==> config.mk <==
export PLATFORM = sky130hd
export DESIGN_NAME = i2c_register_sequencer_flat
export DESIGN_NICKNAME = d
export VERILOG_FILES = /design/src/rtl/i2c_register_sequencer_if.sv /design/src/rtl/i2c_register_sequencer.sv /design/src/flat_wrapper.sv
export SDC_FILE = /design/constraint.sdc
export NUM_CORES = 1
export LEC_CHECK = 0
export ABC_AREA = 1
export CORE_AREA = 5 5 83 85
export CTS_BUF_LIST = sky130_fd_sc_hd__clkbuf_4 sky130_fd_sc_hd__clkbuf_8 sky130_fd_sc_hd__clkbuf_16
export CTS_CLUSTER_SIZE = 14
export DETAILED_ROUTE_END_ITERATION = 12
export DIE_AREA = 0 0 88 90
export MAX_ROUTING_LAYER = met4
export PLACE_DENSITY = 0.81
export SYNTH_ARGS = -nofsm -noshare
export SYNTH_HDL_FRONTEND = slang
export SYNTH_SLANG_ARGS = --single-unit
==> constraint.sdc <==
create_clock -name clk_in -period 2.77 [get_ports clk_in]
set_clock_uncertainty 0.05 [all_clocks]
set_input_delay 0.4155 -clock clk_in [delete_from_list [all_inputs] [get_ports clk_in]]
set_output_delay 0.4155 -clock clk_in [all_outputs]
set_load 0.005 [all_outputs]
==> src/rtl/i2c_register_sequencer_if.sv <==
// Command/response and I2C-master handshake bundle for i2c_register_sequencer.
// slave = the sequencer, master = the command source plus the I2C master core.
interface i2c_register_sequencer_if;
    logic       cmd_valid;
    logic       cmd_ready;
    logic       cmd_read;
    logic [6:0] cmd_dev_addr;
    logic [7:0] cmd_reg_addr;
    logic [7:0] cmd_wr_data;
    logic       rsp_valid;
    logic [1:0] rsp_status;
    logic [7:0] rsp_data;
    logic       mode;
    logic       transfer_start;
    logic       transfer_continue;
    logic [7:0] data_tx;
    logic       transfer_ready;
    logic       interrupt;
    logic       ack;
    logic       transaction_complete;
    logic       start_err;
    logic       arbitration_err;
    logic [7:0] data_rx;

    modport slave (
        input  cmd_valid, cmd_read, cmd_dev_addr, cmd_reg_addr, cmd_wr_data,
        output cmd_ready, rsp_valid, rsp_status, rsp_data,
        output mode, transfer_start, transfer_continue, data_tx,
        input  transfer_ready, interrupt, ack, transaction_complete,
        input  start_err, arbitration_err, data_rx
    );

    modport master (
        output cmd_valid, cmd_read, cmd_dev_addr, cmd_reg_addr, cmd_wr_data,
        input  cmd_ready, rsp_valid, rsp_status, rsp_data,
        input  mode, transfer_start, transfer_continue, data_tx,
        output transfer_ready, interrupt, ack, transaction_complete,
        output start_err, arbitration_err, data_rx
    );
endinterface

==> src/rtl/i2c_register_sequencer.sv <==
// Expands one register read/write command into the I2C master byte handshake.
// Define I2C_SEQ_RETRY_EN to retry address NACKs up to MAX_RETRIES times.
module i2c_register_sequencer #(
    parameter int TIMEOUT_CYCLES = 65535,
    parameter int MAX_RETRIES    = 3
) (
    input logic                     clk_in,
    input logic                     reset_n,
    i2c_register_sequencer_if.slave bus
);
    typedef enum logic [2:0] {IDLE, ADDR_W, REG, WDATA, ADDR_R, RDATA, STOP_WAIT, RESP} state_t;

    typedef struct packed {
        logic       rd;
        logic [6:0] dev;
        logic [7:0] reg_a;
        logic [7:0] wdata;
    } cmd_t;

    localparam int WDW = (TIMEOUT_CYCLES < 2) ? 1 : $clog2(TIMEOUT_CYCLES + 1);
    localparam logic [WDW-1:0] WD_LAST = WDW'((TIMEOUT_CYCLES > 0) ? TIMEOUT_CYCLES - 1 : 0);

    state_t         state_q, state_d;
    cmd_t           cmd_q, cmd_d;
    logic [7:0]     tx_q, tx_d, rdata_q, rdata_d;
    logic [1:0]     stat_q, stat_d;
    logic           mode_q, mode_d, pend_q, pend_d, cont_q, cont_d, retry_q, retry_d;
    logic [WDW-1:0] wd_q;
    logic           err, timeout, can_retry, retry_inc, retry_clr;

`ifdef I2C_SEQ_RETRY_EN
    localparam int RW = (MAX_RETRIES < 2) ? 1 : $clog2(MAX_RETRIES + 1);
    logic [RW-1:0] retry_cnt;

    assign can_retry = (retry_cnt < RW'(MAX_RETRIES));

    always_ff @(posedge clk_in) begin
        if (!reset_n || retry_clr) retry_cnt <= '0;
        else if (retry_inc)        retry_cnt <= retry_cnt + 1'b1;
    end
`else
    logic unused_retry;
    // Without retries the first NACK is final.
    assign can_retry    = (MAX_RETRIES < 0);
    assign unused_retry = retry_inc | retry_clr;
`endif

    always_comb begin
        state_d   = state_q;
        cmd_d     = cmd_q;
        tx_d      = tx_q;
        mode_d    = mode_q;
        pend_d    = pend_q & ~bus.transfer_ready;  // START waits for an idle master
        cont_d    = 1'b0;
        stat_d    = stat_q;
        rdata_d   = rdata_q;
        retry_d   = retry_q;
        retry_inc = 1'b0;
        retry_clr = 1'b0;
        err       = bus.start_err | bus.arbitration_err;
        timeout   = (TIMEOUT_CYCLES != 0) && (wd_q == WD_LAST) &&
                    !bus.interrupt && !bus.transaction_complete;

        if (state_q != IDLE && state_q != RESP && (err || timeout)) begin
            state_d = RESP;
            stat_d  = err ? 2'b10 : 2'b11;
            rdata_d = '0;
            pend_d  = 1'b0;
            retry_d = 1'b0;
        end else begin
            case (state_q)
                IDLE: if (bus.cmd_valid) begin
                    cmd_d     = '{rd: bus.cmd_read, dev: bus.cmd_dev_addr,
                                  reg_a: bus.cmd_reg_addr, wdata: bus.cmd_wr_data};
                    tx_d      = {bus.cmd_dev_addr, 1'b0};
                    mode_d    = 1'b0;
                    pend_d    = 1'b1;
                    stat_d    = 2'b00;
                    rdata_d   = '0;
                    retry_d   = 1'b0;
                    retry_clr = 1'b1;
                    state_d   = ADDR_W;
                end
                ADDR_W, ADDR_R: if (bus.interrupt) begin
                    if (bus.ack) begin
                        cont_d  = 1'b1;
                        state_d = (state_q == ADDR_W) ? REG : RDATA;
                        if (state_q == ADDR_W) tx_d = cmd_q.reg_a;
                        else                   mode_d = 1'b1;
                    end else begin
                        if (can_retry) retry_d = 1'b1;
                        else           stat_d  = 2'b01;
                        state_d = STOP_WAIT;
                    end
                end
                REG: if (bus.interrupt) begin
                    if (!bus.ack) begin
                        stat_d  = 2'b01;
                        state_d = STOP_WAIT;
                    end else if (cmd_q.rd) begin
                        pend_d  = 1'b1;
                        tx_d    = {cmd_q.dev, 1'b1};
                        state_d = ADDR_R;
                    end else begin
                        cont_d  = 1'b1;
                        tx_d    = cmd_q.wdata;
                        state_d = WDATA;
                    end
                end
                WDATA: if (bus.interrupt) begin
                    stat_d  = bus.ack ? 2'b00 : 2'b01;
                    state_d = STOP_WAIT;
                end
                RDATA: if (bus.interrupt) begin
                    // master NACKs the last read byte, so ack carries no status
                    rdata_d = bus.data_rx;
                    stat_d  = 2'b00;
                    state_d = STOP_WAIT;
                end
                STOP_WAIT: if (bus.transaction_complete) begin
                    if (retry_q) begin
                        retry_d   = 1'b0;
                        retry_inc = 1'b1;
                        tx_d      = {cmd_q.dev, 1'b0};
                        mode_d    = 1'b0;
                        pend_d    = 1'b1;
                        state_d   = ADDR_W;
                    end else begin
                        state_d = RESP;
                    end
                end
                RESP:    state_d = IDLE;
                default: state_d = IDLE;
            endcase
        end
    end

    always_ff @(posedge clk_in) begin
        if (!reset_n) begin
            state_q <= IDLE;
            cmd_q   <= '0;
            tx_q    <= '0;
            mode_q  <= 1'b0;
            pend_q  <= 1'b0;
            cont_q  <= 1'b0;
            stat_q  <= 2'b00;
            rdata_q <= '0;
            retry_q <= 1'b0;
            wd_q    <= '0;
        end else begin
            state_q <= state_d;
            cmd_q   <= cmd_d;
            tx_q    <= tx_d;
            mode_q  <= mode_d;
            pend_q  <= pend_d;
            cont_q  <= cont_d;
            stat_q  <= stat_d;
            rdata_q <= rdata_d;
            retry_q <= retry_d;
            if (state_q == IDLE || state_d != state_q || bus.interrupt || bus.transaction_complete)
                wd_q <= '0;
            else
                wd_q <= wd_q + 1'b1;
        end
    end

    assign bus.cmd_ready         = (state_q == IDLE);
    assign bus.rsp_valid         = (state_q == RESP);
    assign bus.rsp_status        = stat_q;
    assign bus.rsp_data          = rdata_q;
    assign bus.mode              = mode_q;
    assign bus.data_tx           = tx_q;
    assign bus.transfer_continue = cont_q;
    assign bus.transfer_start    = pend_q & bus.transfer_ready;
endmodule

==> src/flat_wrapper.sv <==
// flat-port wrapper written by rule: the top's interface ports become plain ports
module i2c_register_sequencer_flat 
#(
    parameter int TIMEOUT_CYCLES = 65535,
    parameter int MAX_RETRIES    = 3
)
  (clk_in, reset_n, bus_cmd_valid, bus_cmd_read, bus_cmd_dev_addr, bus_cmd_reg_addr, bus_cmd_wr_data, bus_cmd_ready, bus_rsp_valid, bus_rsp_status, bus_rsp_data, bus_mode, bus_transfer_start, bus_transfer_continue, bus_data_tx, bus_transfer_ready, bus_interrupt, bus_ack, bus_transaction_complete, bus_start_err, bus_arbitration_err, bus_data_rx);
  i2c_register_sequencer_if bus_i ();
  input logic clk_in;
  input logic reset_n;
  input wire logic [$bits(bus_i.cmd_valid)-1:0] bus_cmd_valid;
  input wire logic [$bits(bus_i.cmd_read)-1:0] bus_cmd_read;
  input wire logic [$bits(bus_i.cmd_dev_addr)-1:0] bus_cmd_dev_addr;
  input wire logic [$bits(bus_i.cmd_reg_addr)-1:0] bus_cmd_reg_addr;
  input wire logic [$bits(bus_i.cmd_wr_data)-1:0] bus_cmd_wr_data;
  output wire logic [$bits(bus_i.cmd_ready)-1:0] bus_cmd_ready;
  output wire logic [$bits(bus_i.rsp_valid)-1:0] bus_rsp_valid;
  output wire logic [$bits(bus_i.rsp_status)-1:0] bus_rsp_status;
  output wire logic [$bits(bus_i.rsp_data)-1:0] bus_rsp_data;
  output wire logic [$bits(bus_i.mode)-1:0] bus_mode;
  output wire logic [$bits(bus_i.transfer_start)-1:0] bus_transfer_start;
  output wire logic [$bits(bus_i.transfer_continue)-1:0] bus_transfer_continue;
  output wire logic [$bits(bus_i.data_tx)-1:0] bus_data_tx;
  input wire logic [$bits(bus_i.transfer_ready)-1:0] bus_transfer_ready;
  input wire logic [$bits(bus_i.interrupt)-1:0] bus_interrupt;
  input wire logic [$bits(bus_i.ack)-1:0] bus_ack;
  input wire logic [$bits(bus_i.transaction_complete)-1:0] bus_transaction_complete;
  input wire logic [$bits(bus_i.start_err)-1:0] bus_start_err;
  input wire logic [$bits(bus_i.arbitration_err)-1:0] bus_arbitration_err;
  input wire logic [$bits(bus_i.data_rx)-1:0] bus_data_rx;
  assign bus_i.cmd_valid = bus_cmd_valid;
  assign bus_i.cmd_read = bus_cmd_read;
  assign bus_i.cmd_dev_addr = bus_cmd_dev_addr;
  assign bus_i.cmd_reg_addr = bus_cmd_reg_addr;
  assign bus_i.cmd_wr_data = bus_cmd_wr_data;
  assign bus_cmd_ready = bus_i.cmd_ready;
  assign bus_rsp_valid = bus_i.rsp_valid;
  assign bus_rsp_status = bus_i.rsp_status;
  assign bus_rsp_data = bus_i.rsp_data;
  assign bus_mode = bus_i.mode;
  assign bus_transfer_start = bus_i.transfer_start;
  assign bus_transfer_continue = bus_i.transfer_continue;
  assign bus_data_tx = bus_i.data_tx;
  assign bus_i.transfer_ready = bus_transfer_ready;
  assign bus_i.interrupt = bus_interrupt;
  assign bus_i.ack = bus_ack;
  assign bus_i.transaction_complete = bus_transaction_complete;
  assign bus_i.start_err = bus_start_err;
  assign bus_i.arbitration_err = bus_arbitration_err;
  assign bus_i.data_rx = bus_data_rx;
  i2c_register_sequencer #(.TIMEOUT_CYCLES(TIMEOUT_CYCLES), .MAX_RETRIES(MAX_RETRIES)) u_core (.clk_in(clk_in), .reset_n(reset_n), .bus(bus_i));
endmodule
==> reports/qor.csv, run 1 <==
metric,value,unit
fmax,0.4465,GHz
dieHeight,90,um
routed_wl_per_cell,12.93,um
yosys.cell_count.top_type,nand2_1,
fillCellCount,544,
fp.dieW,88,um
design.die.area,0.007920,mm^2
timing.final.crit_share,80.86,%
max_slew.worst_pin.slew,0.3986,ns
vdd.ir_drop.worst,468.0,uV
hold_slack,0.4039,ns
grt_pass1_wl,12.59,mm
post_drt_via_cell_ratio,5.079,
mappedNetlistArea,0.003203,mm^2
ctsLongestPathBuffers,2,
ys_seq_elements,64,
vias_in_the_first_global_route,2721,
rsz0062_at_grt,false,
cap_viol_max_count,0,
synth_area_leader_cell,dfxtp_1,
hold_buffers,0,
cts_post_setup_buffers_inserted,0,
areaGrowthSynthToFinish,27.66,%
worst-path-max-fanout,7,
asyncSetResetFlopFracSynth,0,%
synthDominantCellAreaShare,40.00,%
power_density,906.2,mW/mm^2
synth_warnings,0,
first_pass_iters,4,
fin_nets,557,
antenna_found_initial,0,
postRouteAntennaNets,0,
drt-total-wl,7.707,mm
post_synth_inst_count,447,
setup-tns-final,0,ns
worstPathCellList,nor2_2 -> nand2_2 -> inv_1 -> clkdlybuf4s50_1,
timing.critical_path.slowest_stage_cell,clkdlybuf4s50_1,
crit_path_end_kind,output pin,
leading_cell_types_by_count_after_synthesis,"84 x nand2_1, 65 x nor2_1, 64 x dfxtp_1",
worstPathRequired,2.30,ns
timing_max_transition_violations_final,0,
cp.buffers_inverters,2,
avgSynthCellArea,7.166,um^2
design.core.area,0.006132,mm^2
cts-htree-levels,3,
antenna-diode-count,0,
timing.final.hold_violations,0,
layout-drive-gt1-share,11.18,%
arrival,1.77,ns
worst_min_delay_path_category,reg2reg,
placement.cell_area,0.003887,mm^2
number_of_buffers_created_by_cts,9,
globalRouteTotalUtil,20.49,%
grt_start_max_net_pins,31,
outcome,completed,
synth_enable_flop_cells,0,
cts-root-buf,clkbuf_8,
drt_iter0_drc,219,
startpoint_type,flop,
syn_nets,490,
crit_type,reg2out,
synthTopCellsByArea,"dfxtp_1 40%, nand2_1 9.8%, nor2_1 7.6%",
drt_drc_violations_left,0,
clk-insertion-delay-late,0.35,ns
final_total_pwr,3.705,mW
detailed_place_hpwl,5.885,mm
clkSinkCount,64,
seq_area_frac_synth,40.00,%
cp_slowest_stage_delay,0.53,ns
yosys_most_used_dff,dfxtp_1,
stdcell_area,0.004089,mm^2
critPathTopFamily,buffers and inverters,
port-buffer-count,63,
initial_core_util,52.23,%
routed-via-count,3027,
io-pin-count,64,
post_cts.resized_instances,0,
setup_violations,0,
relative_slew_margins,73.33,%
placementRows,29,
clkSlewWorstSetupHoldPaths,0.06,ns
synth_cell_type_count,37,
power.leakage,1.692,nW
gp_routability_congestion,0.9350,
final.min_clock_period,2.240,ns
total_global_routing_overflow,0,
cts_tree,done,
[cell families (layout without fill, tap and decap cells)]
| logic type | Yosys count | in the layout | share of synthesized area [%] |
|---|---|---|---|
| adders and majority gates | 2 | 2 | 0.7811 |
| DFF | 64 | 64 | 40.00 |
| AOI/OAI and AO/OA | 76 | 76 | 14.26 |
| xor gates and xnor gates | 14 | 14 | 3.828 |
| and+or+nand+nor | 218 | 218 | 31.29 |
| buffers and inverters | 73 | 145 | 9.844 |
[cell usage in the layout, fill, tap and decap left out]
master,Yosys,layout
nand2_1,84,84
nor2_1,65,65
dfxtp_1,64,64
clkdlybuf4s50_1,0,63
inv_1,55,55
nand3_1,33,33
a21oi_1,32,32
o21ai_0,22,22
clkbuf_8,0,10
nor2_2,9,9
nand2_2,8,8
a211oi_1,8,8
xor2_1,8,8
nor2_4,7,7
xnor2_1,6,6
buf_4,1,6
nor3_1,5,5
o221ai_1,4,4
inv_2,3,3
o22ai_1,3,3
nand2_4,2,2
o21ai_4,2,2
nand4_1,2,2
ha_1,2,2
clkinv_2,0,2
inv_4,1,1
clkinv_1,1,1
o21ai_2,1,1
o22ai_2,1,1
nor3_4,1,1
nor4_1,1,1
o21ai_1,1,1
nand3_2,1,1
o211ai_1,1,1
a31oi_1,1,1
clkinvlp_4,0,1
bufinv_16,0,1
clkinv_4,0,1
clkbuf_4,0,1
[per-layer routing]
metal / up-vias / track usage, % / routed length [um]
li1: 1568 / - / -
met1: 1344 / 26.35 / 3359
met4: 0 / 9.847 / 161
met3: 16 / 3.656 / 603
met5: - / - / 0
met2: 99 / 30.78 / 3583
[final cells by class]
cell class                      instances  area [um^2]  area share, %
Timing Repair Buffer                   69        675.6          16.52
Clock inverter                          5        56.30          1.377
Sequential cell                        64         1281          31.33
Tap cell                               77        96.34          2.356
Inverter                               60        227.7          5.569
Clock buffer                           11        145.1          3.550
Multi-Input combinational cell        310         1607          39.29
[flip-flops by register name, indices dropped and copies added, names as in the netlist]
name and cells:
u_core.bus.transfer_continue 1, u_core.wd_q 16, u_core.state_q 3, u_core.bus.mode 1, u_core.bus.data_tx 8, u_core.pend_q 1
u_core.bus.rsp_data 8, u_core.bus.rsp_status 2, u_core.cmd_q 24
[metrics by stage]
step | util (%) | std cells | worst slack (ns)
2_1_floorplan | - | 447 | 1.064
4_1_cts | 66.68 | 596 | 0.5199
5_1_grt | 66.68 | 596 | 0.4405
3_5_place_dp | 63.40 | 580 | 0.3376
3_3_place_gp | 63.40 | 580 | 0.4212
6_report | 66.68 | 596 | 0.5301
[path summary, 6_finish.rpt]
kind	from	end	slack [ns]	cells after the start
max	u_core.state_q[1]	bus_cmd_ready	0.53	4
min	u_core.bus.mode	u_core.bus.mode	0.40	2
max reg2reg	u_core.state_q[0]	u_core.wd_q[12]	0.64	11
min reg2reg	u_core.bus.mode	u_core.bus.mode	0.40	2
[power by group]
part | total, mW | switching [mW] | internal, mW
Clock | 0.802 | 0.354 | 0.448
Sequential | 1.26 | 0.121 | 1.14
Combinational | 1.65 | 1.01 | 0.635
Total | 3.71 | 1.49 | 2.22
[worst register-to-register path, delay by kind of cell (launching register included)]
kind / cells / cell delay (ns)
compound gates: 1 / 0.25
buf+inv: 1 / 0.27
flops: 1 / 0.47
simple gates: 9 / 1.03
Note: power is estimated with default switching activity, not from simulation.
==> run 2, diff against run 1 <==
--- a/config.mk
+++ b/config.mk
@@ -6,13 +6,13 @@
 export NUM_CORES = 1
 export LEC_CHECK = 0
 export ABC_AREA = 1
-export CORE_AREA = 5 5 83 85
+export CORE_AREA = 5 5 89 91
 export CTS_BUF_LIST = sky130_fd_sc_hd__clkbuf_4 sky130_fd_sc_hd__clkbuf_8 sky130_fd_sc_hd__clkbuf_16
 export CTS_CLUSTER_SIZE = 14
 export DETAILED_ROUTE_END_ITERATION = 12
-export DIE_AREA = 0 0 88 90
+export DIE_AREA = 0 0 94 96
 export MAX_ROUTING_LAYER = met4
-export PLACE_DENSITY = 0.81
+export PLACE_DENSITY = 0.74
 export SYNTH_ARGS = -nofsm -noshare
 export SYNTH_HDL_FRONTEND = slang
 export SYNTH_SLANG_ARGS = --single-unit
==> constraint.sdc (replaced) <==
create_clock -name clk_in -period 2 [get_ports clk_in]
set_clock_uncertainty 0.05 [all_clocks]
set_input_delay 0.3 -clock clk_in [delete_from_list [all_inputs] [get_ports clk_in]]
set_output_delay 0.3 -clock clk_in [all_outputs]
set_load 0.005 [all_outputs]
==> run 2 against run 1 <==
Net effect: register-to-register slack worse by 0.45 ns; die area is 14% higher; sequential cell count stayed put; core utilization is 5.1 points lower; critical endpoint is now bus_rsp_valid; sequential power is 39% higher; clock power is 62% higher; routed wire length is 3.2% higher; critical path depth stayed put.
==> reports/qor.csv, run 2 (same netlist as run 1, synthesis figures left out) <==
metric,value,unit,change
stdcell_area,0.004349,mm^2,+6.4%
routed-via-count,3093,,+2.2%
final.min_clock_period,1.935,ns,
vias_in_the_first_global_route,2922,,+7.4%
fmax,0.5168,GHz,
hold_slack,0.3996,ns,-0.004331 ns
cts-root-buf,clkbuf_8,,
antenna-diode-count,0,,unchanged
clkSinkCount,64,,unchanged
clkSlewWorstSetupHoldPaths,0.07,ns,about the same
total_global_routing_overflow,0,,unchanged
routed_wl_per_cell,12.41,um,-4.0%
dieHeight,96,um,+6.7%
setup_violations,0,,unchanged
worstPathRequired,1.65,ns,-0.65 ns
final_total_pwr,5.622,mW,+52%
power_density,1293,mW/mm^2,+43%
placementRows,31,,+6.9%
cp_slowest_stage_delay,0.49,ns,-0.04 ns
area_used_by_multi_input_combinational_logic,0.001620,mm^2,+0.86%
fin_ws,0.06491,ns,-0.4652 ns
startpoint_type,flop,,
crit_path_end_kind,output pin,,
timing.final.crit_share,96.75,%,
worstPathCellList,buf_4 -> nand2_1 -> inv_1 -> clkdlybuf4s50_1,,
cts_tree,done,,
crit_type,reg2out,,
drt-total-wl,7.957,mm,+3.2%
worst_min_delay_path_category,reg2reg,,
areaGrowthSynthToFinish,35.78,%,
cap_viol_max_count,0,,unchanged
port-buffer-count,63,,unchanged
top_regs,"u_core.cmd_q (24), u_core.wd_q (16)",,
io-pin-count,64,,unchanged
detailed_place_hpwl,6.167,mm,+4.8%
fin_nets,580,,+4.1%
layout-drive-gt1-share,15.68,%,+4.5 points
pre_cts_ws,-0.2018,ns,-0.5394 ns
commonest_cells_after_routing_fill_and_taps_aside,"84 x nand2_1, 65 x nor2_1, 63 x clkdlybuf4s50_1",,
power.leakage,1.817,nW,+7.4%
hold_buffers,0,,unchanged
number_of_buffers_created_by_cts,9,,unchanged
mostFrequentLayoutCell,nand2_1,,
arrival,1.59,ns,-0.18 ns
post_drt_via_cell_ratio,4.825,,-5.0%
grt_start_max_net_pins,39,,+26%
vdd.ir_drop.worst,491.0,uV,+4.9%
setup-tns-final,0,ns,unchanged
antenna_found_initial,0,,unchanged
max_slew.worst_pin.slew,0.3862,ns,-0.01236 ns
ctsLongestPathBuffers,2,,unchanged
seq_area,0.001290,mm^2,+0.68%
fillCellCount,692,,+27%
outcome,completed,,
register_ranked_first_by_flip_flop_count,u_core.cmd_q,,
timing.critical_path.slowest_stage_cell,clkdlybuf4s50_1,,
design.core.area,0.007059,mm^2,+15%
rsz0062_at_grt,false,,
largest_register_ffs,24,,unchanged
placement.cell_area,0.004080,mm^2,+5.0%
timing_max_transition_violations_final,0,,unchanged
relative_slew_margins,74.16,%,+0.83 points
initial_core_util,45.37,%,-6.9 points
grt_pass1_wl,13.26,mm,+5.3%
first_pass_iters,5,,+1
globalRouteTotalUtil,19.37,%,-1.1 points
postRouteAntennaNets,0,,unchanged
drt_drc_violations_left,0,,unchanged
timing.final.hold_violations,0,,unchanged
worst-path-max-fanout,7,,unchanged
gp_routability_congestion,0.9256,,-1.0%
fp.dieW,94,um,+6.8%
cts-htree-levels,3,,unchanged
drt_iter0_drc,145,,-34%
clk-insertion-delay-late,0.34,ns,about the same
design.die.area,0.009024,mm^2,+14%
-- run 2: timing repair --
item / CTS / global route
setup endpoints to repair: 2 / 15
pin swaps: 1 / 0
endpoints found under the hold margin: 0 / 0
cloned: 0 / 0
gates resized for setup: 5 / 4
setup buffers: 1 / 0
-- run 2: final timing paths --
| path | from | end | slack (ns) | depth (start not counted) |
|---|---|---|---|---|
| worst min-delay path | u_core.bus.mode | u_core.bus.mode | 0.40 | 2 |
| worst max register to register | u_core.state_q[0] | u_core.wd_q[8] | 0.19 | 13 |
| worst min register to register | u_core.bus.mode | u_core.bus.mode | 0.40 | 2 |
| worst max-delay path | u_core.state_q[0] | bus_rsp_valid | 0.06 | 4 |
-- run 2: per-stage QoR --
stage                     util (%)  cells
after floorplan                  -    447
after global placement       57.80    624
after detailed placement     57.80    624
after CTS                    61.45    641
after global routing         61.61    641
final                        61.61    641
-- run 2: layout make-up --
| class | count | share of cell area, % |
|---|---|---|
| Sequential cell | 64 | 29.66 |
| Clock buffer | 12 | 3.797 |
| Inverter | 60 | 5.236 |
| Timing Repair Buffer | 92 | 19.51 |
| Tap cell | 99 | 2.848 |
| Multi-Input combinational cell | 310 | 37.26 |
| Clock inverter | 4 | 1.697 |
-- run 2: worst max-delay path: cells and delay by family (launching register included) --
kind / cells / cell delay, ns
flops: 1 / 0.38
simple gates: 1 / 0.12
buf+inv: 3 / 0.74
-- run 2: layer usage --
| metal | vias to the layer above | global-route usage, % | share of wire, % |
|---|---|---|---|
| li1 | 1605 | - | - |
| met1 | 1374 | 22.85 | 44 |
| met2 | 96 | 31.70 | 48 |
| met3 | 18 | 3.518 | 5.1 |
| met4 | 0 | 9.988 | 2.6 |
| met5 | - | - | 0 |
-- run 2: report_power, final --
part	switching, mW	internal [mW]	total, mW	leakage [nW]
Sequential	0.161	1.59	1.75	0.524
Clock	0.493	0.806	1.30	0.123
Combinational	1.49	1.08	2.58	1.17
==> run 3, diff against run 2 <==
--- a/config.mk
+++ b/config.mk
@@ -11,8 +11,9 @@
 export CTS_CLUSTER_SIZE = 14
 export DETAILED_ROUTE_END_ITERATION = 12
 export DIE_AREA = 0 0 94 96
+export GPL_ROUTABILITY_DRIVEN = 1
 export MAX_ROUTING_LAYER = met4
-export PLACE_DENSITY = 0.74
+export PLACE_DENSITY = 0.84
 export SYNTH_ARGS = -nofsm -noshare
 export SYNTH_HDL_FRONTEND = slang
 export SYNTH_SLANG_ARGS = --single-unit
==> constraint.sdc (replaced) <==
create_clock -name clk_in -period 2 [get_ports clk_in]
set_clock_uncertainty 0.05 [all_clocks]
set_input_delay 0.3 -clock clk_in [delete_from_list [all_inputs] [get_ports clk_in]]
set_output_delay 0.3 -clock clk_in [all_outputs]
set_load 0.01 [all_outputs]
==> run 3 against run 2 <==
Net effect: design area down 1.3%; non-clock buffer count down 3; global-route usage down 0.41 points; via count down 0.52%; die area unchanged; first-iteration DRC count up 59%; routed wire length about the same; clock-buffer cell count down 3; largest power group unchanged; core utilization down 0.80 points; register-to-register slack about the same.
==> reports/qor.csv, run 3 (same netlist as run 1, synthesis figures left out) <==
metric,value,unit,change
fp.dieW,94,um,unchanged
grt_start_max_net_pins,48,,+23%
outcome,completed,,
worst-path-max-fanout,16,,+9
rsz0062_at_grt,false,,
gp_routability_congestion,0.9477,,+2.4%
drt-total-wl,7.961,mm,about the same
power.leakage,1.802,nW,-0.84%
worstPathCellList,clkdlybuf4s50_1 -> inv_1 -> nand2_1 -> nor2_1 -> nand3_1 -> nor2_1 -> nor2_4 -> nand2_2 -> nand2_1 -> nand2_2 -> nor2_4 -> nand2_8 -> nor2_1,,
timing.final.crit_share,90.67,%,-6.1 points
dieHeight,96,um,unchanged
total_global_routing_overflow,0,,unchanged
ctsLongestPathBuffers,2,,unchanged
fillCellCount,650,,-6.1%
postRouteAntennaNets,0,,unchanged
clkSinkCount,64,,unchanged
crit_type,in2reg,,
cap_viol_max_count,0,,unchanged
fin_nets,577,,-0.52%
first_pass_iters,4,,-1
crit_path_end_kind,flop,,
antenna_found_initial,0,,unchanged
initial_core_util,45.37,%,unchanged
cts_tree,done,,
seq_power_share,32.3,%,+1.2 points
post_drt_via_cell_ratio,4.830,,+0.11%
timing.critical_path.slowest_stage_cell,clkdlybuf4s50_1,,
combinationalPowerShare,48.3,%,+2.5 points
antenna-diode-count,0,,unchanged
worstPathRequired,2.23,ns,+0.58 ns
layout-drive-gt1-share,15.24,%,-0.44 points
mostFrequentLayoutCell,nand2_1,,
setup-tns-final,0,ns,unchanged
placementRows,31,,unchanged
clk-insertion-delay-late,0.34,ns,about the same
io-pin-count,64,,unchanged
routed-via-count,3077,,-0.52%
cp.buffers_inverters,2,,-1
register_ranked_first_by_flip_flop_count,u_core.cmd_q,,
fmax,0.5515,GHz,+6.7%
timing.final.hold_violations,0,,unchanged
worst_min_delay_path_category,reg2reg,,
timing_max_transition_violations_final,0,,unchanged
p_clk_share,19.4,%,-3.7 points
final.min_clock_period,1.813,ns,-0.1217 ns
drt_iter0_drc,231,,+59%
p_sw_share,40.50,%,+2.3 points
number_of_buffers_created_by_cts,9,,unchanged
placement.cell_area,0.004078,mm^2,about the same
worst_path_most_repeated_cell,nor2_1,,
design.die.area,0.009024,mm^2,unchanged
max_slew.worst_pin.slew,0.3853,ns,-0.0008668 ns
area_used_by_multi_input_combinational_logic,0.001623,mm^2,+0.15%
detailed_place_hpwl,6.077,mm,-1.5%
routed_wl_per_cell,12.50,um,+0.68%
commonest_cells_after_routing_fill_and_taps_aside,"84 x nand2_1, 64 x nor2_1, 61 x clkdlybuf4s50_1",,
seq_area,0.001294,mm^2,+0.29%
vias_in_the_first_global_route,3000,,+2.7%
cts-htree-levels,3,,unchanged
globalRouteTotalUtil,18.96,%,-0.41 points
setup_violations,0,,unchanged
critPathTopFamily,simple AND/OR/NAND/NOR gates,,
cp_slowest_stage_delay,0.55,ns,+0.06 ns
top_regs,"u_core.cmd_q (24), u_core.wd_q (16)",,
areaGrowthSynthToFinish,34.02,%,
cts-root-buf,clkbuf_8,,
vdd.ir_drop.worst,507.6,uV,+3.4%
arrival,2.04,ns,+0.45 ns
grt_pass1_wl,13.10,mm,-1.2%
relative_slew_margins,74.21,%,about the same
port-buffer-count,63,,unchanged
p_switching,2.211,mW,+3.0%
design.core.area,0.007059,mm^2,unchanged
power_density,1272,mW/mm^2,-1.6%
largest_register_ffs,24,,unchanged
stdcell_area,0.004293,mm^2,-1.3%
startpoint_type,input port,,
clkSlewWorstSetupHoldPaths,0.07,ns,about the same
intPower,3.249,mW,-6.5%
hold_buffers,0,,unchanged
drt_drc_violations_left,0,,unchanged
==> run 3: cell count changes in the layout (fill, tap and decap cells not counted), sizes merged <==
cell and delta:
dlymetal6s2s +1, clkbuf -3, clkinv +3, dlygate4sd2 +1, inv -1, clkdlybuf4s50 -2, buf -3, bufinv -1
clkinvlp +1
==> run 3: path summary, 6_finish.rpt <==
| kind | startpoint | endpoint | slack, ns | cells after the start |
|---|---|---|---|---|
| setup / recovery | bus_interrupt | u_core.wd_q[8] | 0.19 | 13 |
| setup reg to reg | u_core.state_q[0] | u_core.bus.data_tx[4] | 0.20 | 11 |
| hold / removal | u_core.wd_q[0] | u_core.wd_q[0] | 0.38 | 1 |
| hold reg to reg | u_core.wd_q[0] | u_core.wd_q[0] | 0.38 | 1 |
==> run 3: routing by layer <==
layer	GRT usage, %	share of wire (%)	routed length (um)
met5	-	0	0
met2	30.99	48	3808
met1	22.21	45	3609
met4	8.063	1.8	143
met3	4.848	5.0	400
==> run 3: cell type report <==
type | count | area share, %
multi-input combinational | 310 | 37.80
clock buffer | 9 | 2.885
sequential | 64 | 30.14
clock inverter | 6 | 1.428
inverter | 60 | 5.305
timing repair buffer | 89 | 19.56
tap | 99 | 2.885
==> run 3: power by group through the flow <==
stage	sequential [mW]	clock (mW)	combinational [mW]
3_3_place_gp	1.76	0	2.55
5_1_grt	1.80	1.14	2.92
3_5_place_dp	1.77	0	2.60
4_1_cts	1.76	1.09	2.61
2_1_floorplan	1.78	0	1.59
6_report	1.76	1.06	2.64
==> run 3: worst reg2reg max path: cells and delay by family, from the launching register on <==
kind          cells  cell delay, ns
simple gates      9            1.09
flops             1            0.41
buf+inv           2            0.17
==> run 3: per-stage QoR <==
stage | util (%) | worst slack [ns] | std cells | total power, mW | hold WS, ns
after floorplan | - | 0.3227 | 447 | 3.374 | 0.3794
after global placement | 57.76 | -0.1172 | 622 | 4.316 | 0.3874
after detailed placement | 57.76 | -0.1914 | 622 | 4.366 | 0.3934
after CTS | 60.60 | 0.007793 | 637 | 5.459 | 0.4038
after global routing | 60.81 | 0.01804 | 637 | 5.861 | 0.4081
final | 60.81 | 0.1866 | 637 | 5.460 | 0.3825
==> run 3: timing repair <==
action	in CTS	in global routing
pin swaps	0	0
buffers inserted	0	0
gates resized for setup	8	4
endpoints found under the setup margin	2	16
